**config.mk**
```make
export PLATFORM = sky130hd
export DESIGN_NAME = matrix_cmd_sequencer
export DESIGN_NICKNAME = d
export VERILOG_FILES = /design/src/rtl/matrix_cmd_sequencer.sv
export SDC_FILE = /design/constraint.sdc
export NUM_CORES = 2
export LEC_CHECK = 0
export ABC_AREA = 1
export CORE_UTILIZATION = 52
export DETAILED_ROUTE_END_ITERATION = 16
export GPL_TIMING_DRIVEN = 1
export PLACE_DENSITY = 0.81
export SYNTH_ARGS = -nofsm -noshare
export SYNTH_HDL_FRONTEND = slang
export SYNTH_SLANG_ARGS = --single-unit
```
**constraint.sdc**
```tcl
create_clock -name clk -period 46.7 [get_ports clk]
set_input_delay 14.01 -clock clk [delete_from_list [all_inputs] [get_ports clk]]
set_output_delay 14.01 -clock clk [all_outputs]
set_load 0.01 [all_outputs]
```
**src/rtl/matrix_cmd_sequencer.sv**
```systemverilog
// matrix_cmd_sequencer
//   Command and data front end for the combinational matrix coprocessor.
//   The host writes 32-bit command words. These words load the A and B
//   operands byte by byte, launch an EXEC, or stream the captured 200-bit
//   result back as seven 32-bit words.
//
//   Optional build macro: SEQ_WATCHDOG_EN. When it is defined, a WAIT that
//   lasts TIMEOUT_CYCLES cycles without process_Done aborts the EXEC. The
//   abort sets err_flag and zeroes the captured result.
//
// Ports
//   clk, reset        system clock, async active-high reset
//   cmd_data/valid    host command word and its valid; cmd_ready = IDLE
//   op_code, matrix_size, matrix_a, matrix_b, scalar
//                     registered operands driven to the coprocessor
//   process_Done, result_final, overflow
//                     coprocessor completion, result and overflow
//   res_data/valid/ready/last
//                     result stream; res_last marks word 6
//   busy              state != IDLE
//   ovf_flag          overflow captured by the last EXEC
//   err_flag          sticky illegal-command / timeout flag
//   exec_done         one-cycle pulse when a result is captured
module matrix_cmd_sequencer #(
    parameter int TIMEOUT_CYCLES = 64
) (
    input  logic         clk,
    input  logic         reset,
    input  logic [31:0]  cmd_data,
    input  logic         cmd_valid,
    output logic         cmd_ready,
    output logic [2:0]   op_code,
    output logic [1:0]   matrix_size,
    output logic [199:0] matrix_a,
    output logic [199:0] matrix_b,
    output logic [7:0]   scalar,
    input  logic         process_Done,
    input  logic [199:0] result_final,
    input  logic         overflow,
    output logic [31:0]  res_data,
    output logic         res_valid,
    input  logic         res_ready,
    output logic         res_last,
    output logic         busy,
    output logic         ovf_flag,
    output logic         err_flag,
    output logic         exec_done
);

    typedef enum logic [1:0] {
        S_IDLE   = 2'd0,
        S_SETTLE = 2'd1,
        S_WAIT   = 2'd2,
        S_STREAM = 2'd3
    } state_t;

    localparam logic [2:0] OP_IDLE = 3'b111;

    // Catch a nonsensical timeout at elaboration.
    if (TIMEOUT_CYCLES < 1) begin : g_timeout_range_check
        $error("TIMEOUT_CYCLES must be at least 1");
    end

    state_t         state;
    logic [199:0]   result_q;
    logic [2:0]     word_idx;

`ifdef SEQ_WATCHDOG_EN
    localparam int WD_W = $clog2(TIMEOUT_CYCLES + 1);
    localparam logic [WD_W-1:0] WD_LAST = WD_W'(TIMEOUT_CYCLES - 1);
    logic [WD_W-1:0] wd_cnt;
`endif

    // Writes up to three bytes starting at element k. Bytes that would land
    // past element 24 are dropped.
    function automatic logic [199:0] load_bytes(input logic [199:0] cur,
                                                input logic [31:0]  cmd);
        logic [199:0] v;
        logic [5:0]   idx;
        v = cur;
        for (int j = 0; j < 3; j++) begin
            idx = {1'b0, cmd[7:3]} + 6'(j);
            if (idx <= 6'd24)
                v[8*idx +: 8] = cmd[8*(j+1) +: 8];
        end
        return v;
    endfunction

    assign cmd_ready = (state == S_IDLE);
    assign busy      = (state != S_IDLE);
    assign res_valid = (state == S_STREAM);
    assign res_last  = res_valid && (word_idx == 3'd6);

    always_comb begin
        res_data = 32'h0;
        case (word_idx)
            3'd0:    res_data = result_q[31:0];
            3'd1:    res_data = result_q[63:32];
            3'd2:    res_data = result_q[95:64];
            3'd3:    res_data = result_q[127:96];
            3'd4:    res_data = result_q[159:128];
            3'd5:    res_data = result_q[191:160];
            default: res_data = {24'h0, result_q[199:192]};
        endcase
    end

    always_ff @(posedge clk or posedge reset) begin
        if (reset) begin
            state       <= S_IDLE;
            matrix_a    <= '0;
            matrix_b    <= '0;
            result_q    <= '0;
            scalar      <= '0;
            matrix_size <= '0;
            op_code     <= OP_IDLE;
            word_idx    <= '0;
            ovf_flag    <= 1'b0;
            err_flag    <= 1'b0;
            exec_done   <= 1'b0;
`ifdef SEQ_WATCHDOG_EN
            wd_cnt      <= '0;
`endif
        end else begin
            exec_done <= 1'b0;
            case (state)
                // cmd_ready is high in IDLE, so cmd_valid alone means a transfer.
                S_IDLE: if (cmd_valid) begin
                    case (cmd_data[2:0])
                        3'b000: matrix_a <= load_bytes(matrix_a, cmd_data);
                        3'b001: matrix_b <= load_bytes(matrix_b, cmd_data);
                        3'b010: begin
                            // The coprocessor treats op 111 as idle, so an
                            // EXEC that requests it is rejected.
                            if (cmd_data[5:3] == OP_IDLE) begin
                                err_flag <= 1'b1;
                            end else begin
                                op_code     <= cmd_data[5:3];
                                matrix_size <= cmd_data[7:6];
                                scalar      <= cmd_data[15:8];
                                ovf_flag    <= 1'b0;
                                state       <= S_SETTLE;
                            end
                        end
                        3'b011: begin
                            word_idx <= '0;
                            state    <= S_STREAM;
                        end
                        default: err_flag <= 1'b1;
                    endcase
                end
                S_SETTLE: begin
                    state <= S_WAIT;
`ifdef SEQ_WATCHDOG_EN
                    wd_cnt <= '0;
`endif
                end
                S_WAIT: begin
                    if (process_Done) begin
                        result_q  <= result_final;
                        ovf_flag  <= overflow;
                        exec_done <= 1'b1;
                        op_code   <= OP_IDLE;
                        state     <= S_IDLE;
                    end
`ifdef SEQ_WATCHDOG_EN
                    else if (wd_cnt == WD_LAST) begin
                        err_flag <= 1'b1;
                        result_q <= '0;
                        op_code  <= OP_IDLE;
                        state    <= S_IDLE;
                    end else begin
                        wd_cnt <= wd_cnt + WD_W'(1);
                    end
`endif
                end
                S_STREAM: if (res_ready) begin
                    if (word_idx == 3'd6)
                        state <= S_IDLE;
                    else
                        word_idx <= word_idx + 3'd1;
                end
                default: state <= S_IDLE;
            endcase
        end
    end

endmodule

```
==> results.json <==
{
  "status": "complete, no violations",
  "synth_area_sq_um": 40000,
  "hold_class": "reg2reg",
  "synth.distinct_cells": 42,
  "die_area_sq_um": 78000,
  "p_clk_share_pct": 20.8,
  "period_share_pct": 40.7,
  "antenna_left": 0,
  "grt_usage_pct": 47.9,
  "wl_per_cell_um": 24.0,
  "clock-skew-final_ps": 25.0,
  "grt_overflow": 0,
  "r2r_cells": 11,
  "cp_max_fo": 32,
  "clkTransAtPathRegs_ps": 60,
  "fmax_mhz": 52.6,
  "yosysSeqAreaShare_pct": 38.9,
  "clockRootBuffer": "clkbuf_16",
  "post_layout_nonfiller_instances": 7969,
  "setup_viol": 0,
  "worstSkewPairLatency_ps": 660,
  "seqPwrFrac_pct": 35.8,
  "drive_gt1_share_pct": 4.10,
  "grt_max_degree": 195,
  "critPathKind": "in2reg",
  "grt_pass1_wl_um": 280000,
  "syn_avg_cell_area_sq_um": 6.25,
  "p_int_uw": 1700,
  "crit_path_start": "cmd_data[3]",
  "setup_ws_ps": 27690,
  "async_flop_share_pct": 100,
  "place_congestion": 1.09,
  "fin_setup_tns_ps": 0,
  "area_growth_syn_to_layout_pct": 24.3,
  "post_cts_buffers": 0,
  "cts_hold_buf": 0,
  "synth.net_count": 6653,
  "peakVddDrop_mv": 0.0394,
  "worstPathCellList": "clkdlybuf4s50_1 > buf_4 > inv_2 > ha_1 > nand2_2 > inv_1 > nand4_1 > nor2_2 > nand3_1 > inv_1 > nand2_1 > nand3_1 > nand2_1 > a21oi_1 > nor2_1",
  "layout.nets": 7118,
  "cp-start-kind": "input pin",
  "global_route.usage.met2_pct": 69.5,
  "io_buffer_count": 689,
  "synthFlopType": "dfrtp_1",
  "slew_violations": 0,
  "gr-usage-met3_pct": 14.2,
  "crit_required_ps": 47230,
  "routed_wl_um": 191000,
  "maxSlewHeadroom_pct": 10.9,
  "hold_violations": 0,
  "io_pins": 690,
  "yosysWarnings": 0,
  "num_vias": 47800,
  "p_leak_uw": 0.0257,
  "synth_edf_count": 0,
  "fin_crit_ps": 19010,
  "grt_busiest_layer": "met2",
  "drtPass1Iterations": 7,
  "clock-sinks": 621,
  "core-area_sq_um": 75900,
  "fp.dieW_um": 279,
  "rsz0062_at_grt": "no",
  "cap_violations": 0,
  "htree_levels": 3,
  "critPathArrivalTime_ps": 19540,
  "p_switching_uw": 1150,
  "start_util_pct": 52.6,
  "crit_path_top_delay_cell": "ha_1",
  "p_sw_share_pct": 40.4,
  "final_cell_mix": "nand2_1 (2,830), nor2_1 (755), clkdlybuf4s50_1 (689), dfrtp_1 (618), inv_1 (428)",
  "grt_antenna_before_repair": 15,
  "viasPerCell": 6.00,
  "p_per_area_nw_per_um2": 57.5,
  "cts_buffers": 73,
  "dp_cells": 7822,
  "post-dp-hpwl_um": 135000,
  "tritoncts": "done",
  "reg2reg_from": "state[1]",
  "dp_slack_ps": 27370,
  "synth-seq-cells": 621,
  "clockBufferDepth": 3,
  "layout_commonest_cell": "nand2_1",
  "ctsResizeCount": 0,
  "grtUsageMet1_pct": 60.5,
  "hold_start": "result_q[1]",
  "end_kind": "register",
  "cp_slowest_stage_delay_ps": 780,
  "min_path_cells": 2,
  "dieHeight_um": 279,
  "grt_pass1_vias": 43800,
  "rows": 101,
  "worst_pin_slew_ps": 1330,
  "netlist_instances": 6402,
  "drc": 0,
  "dr.first_iter.drc_count": 6880,
  "p_comb_share_pct": 43.4
}
-- path summary, 6_finish.rpt --
path                                       to  slack [ps]
worst min-delay path              result_q[1]         480
worst min register to register    result_q[1]         480
worst max register to register  matrix_b[142]       42240
min in group asynchronous           exec_done       13870
worst max-delay path            matrix_a[110]       27690
max in group asynchronous        matrix_b[20]       30670
-- critical path: cells and delay by family --
| family | cells | cell delay, ps |
|---|---|---|
| adder cells (fa/ha/maj) | 1 | 780 |
| buffers and inverters | 5 | 2100 |
| AO/OA/AOI/OAI | 1 | 170 |
| AND/OR/NAND/NOR | 8 | 2430 |
-- cell families after synthesis --
kind of cell | share of synthesized area (%)
buffers and inverters | 7.83
DFF | 38.9
AOI/OAI and AO/OA | 8.97
xor gates and xnor gates | 0.0407
and+or+nand+nor | 43.9
adders and majority gates | 0.407
-- through the flow --
stage               hold slack (ps)  utilization, %  instance area (sq um)  total power (uW)
floorplan                       448               -                  40000              1600
global placement                463            62.2                  47200              2200
detailed placement              461            62.2                  47200              2230
CTS                             481            65.4                  49700              2830
global route                    491            65.4                  49700              3020
finish                          481            65.5                  49700              2860
-- final cells by class --
cell class                      count  area, sq um
Inverter                          455         1720
Timing Repair Buffer              736         7310
Multi-Input combinational cell   4980        21400
Fill cell                        6865        26200
Sequential cell                   621        15500
Clock inverter                     30          359
Clock buffer                      102         2080
Antenna cell                       15         37.5
Tap cell                         1030         1290
-- power by group through the flow --
stage	Combinational, uW	Clock, uW	Sequential (uW)
2_1_floorplan	595	0	1000
3_3_place_gp	1190	0	1010
3_5_place_dp	1220	0	1010
4_1_cts	1230	593	1010
5_1_grt	1360	614	1040
6_report	1240	593	1020
-- sequential cells by signal, summed over array words and instances, names as in the netlist --
register / cells
matrix_size: 2
matrix_a: 200
ovf_flag: 1
matrix_b: 200
result_q: 200
word_idx: 3
exec_done: 1
state: 2
scalar: 8
op_code: 3
err_flag: 1
-- synthesized netlist by cell type, types with 4 or more instances --
cell         n  share of area [%]
a21oi_1    309                3.9
a221oi_1    36               0.79
a22oi_1      4              0.075
a31oi_1     42               0.66
buf_1       33               0.31
buf_2       71               0.89
buf_4        9               0.17
clkbuf_1   233                2.2
dfrtp_1    618                 39
ha_1        13               0.41
inv_1      429                4.0
inv_2       22               0.21
nand2_1   2832                 27
nand2_2     18               0.28
nand3_1    398                5.0
nand3_2      9               0.23
nand3b_1    19               0.36
nand4_1    139                2.2
nor2_1     759                7.1
nor2_2      11               0.17
nor2_4       5               0.14
nor3_1      60               0.75
nor3_2       7               0.18
nor4_1      13               0.20
o211ai_1     9               0.17
o21ai_0    216                2.7
o21ai_1     12               0.15
o22ai_1     30               0.47
or2_2       26               0.41
-- layer usage --
metal | part of all wire (%) | vias to the layer above
li1 | - | 21200
met1 | 36 | 22200
met2 | 42 | 3563
met3 | 13 | 850
met4 | 8.7 | 8
met5 | 0.028 | -
(Power assumes the default switching activity.)
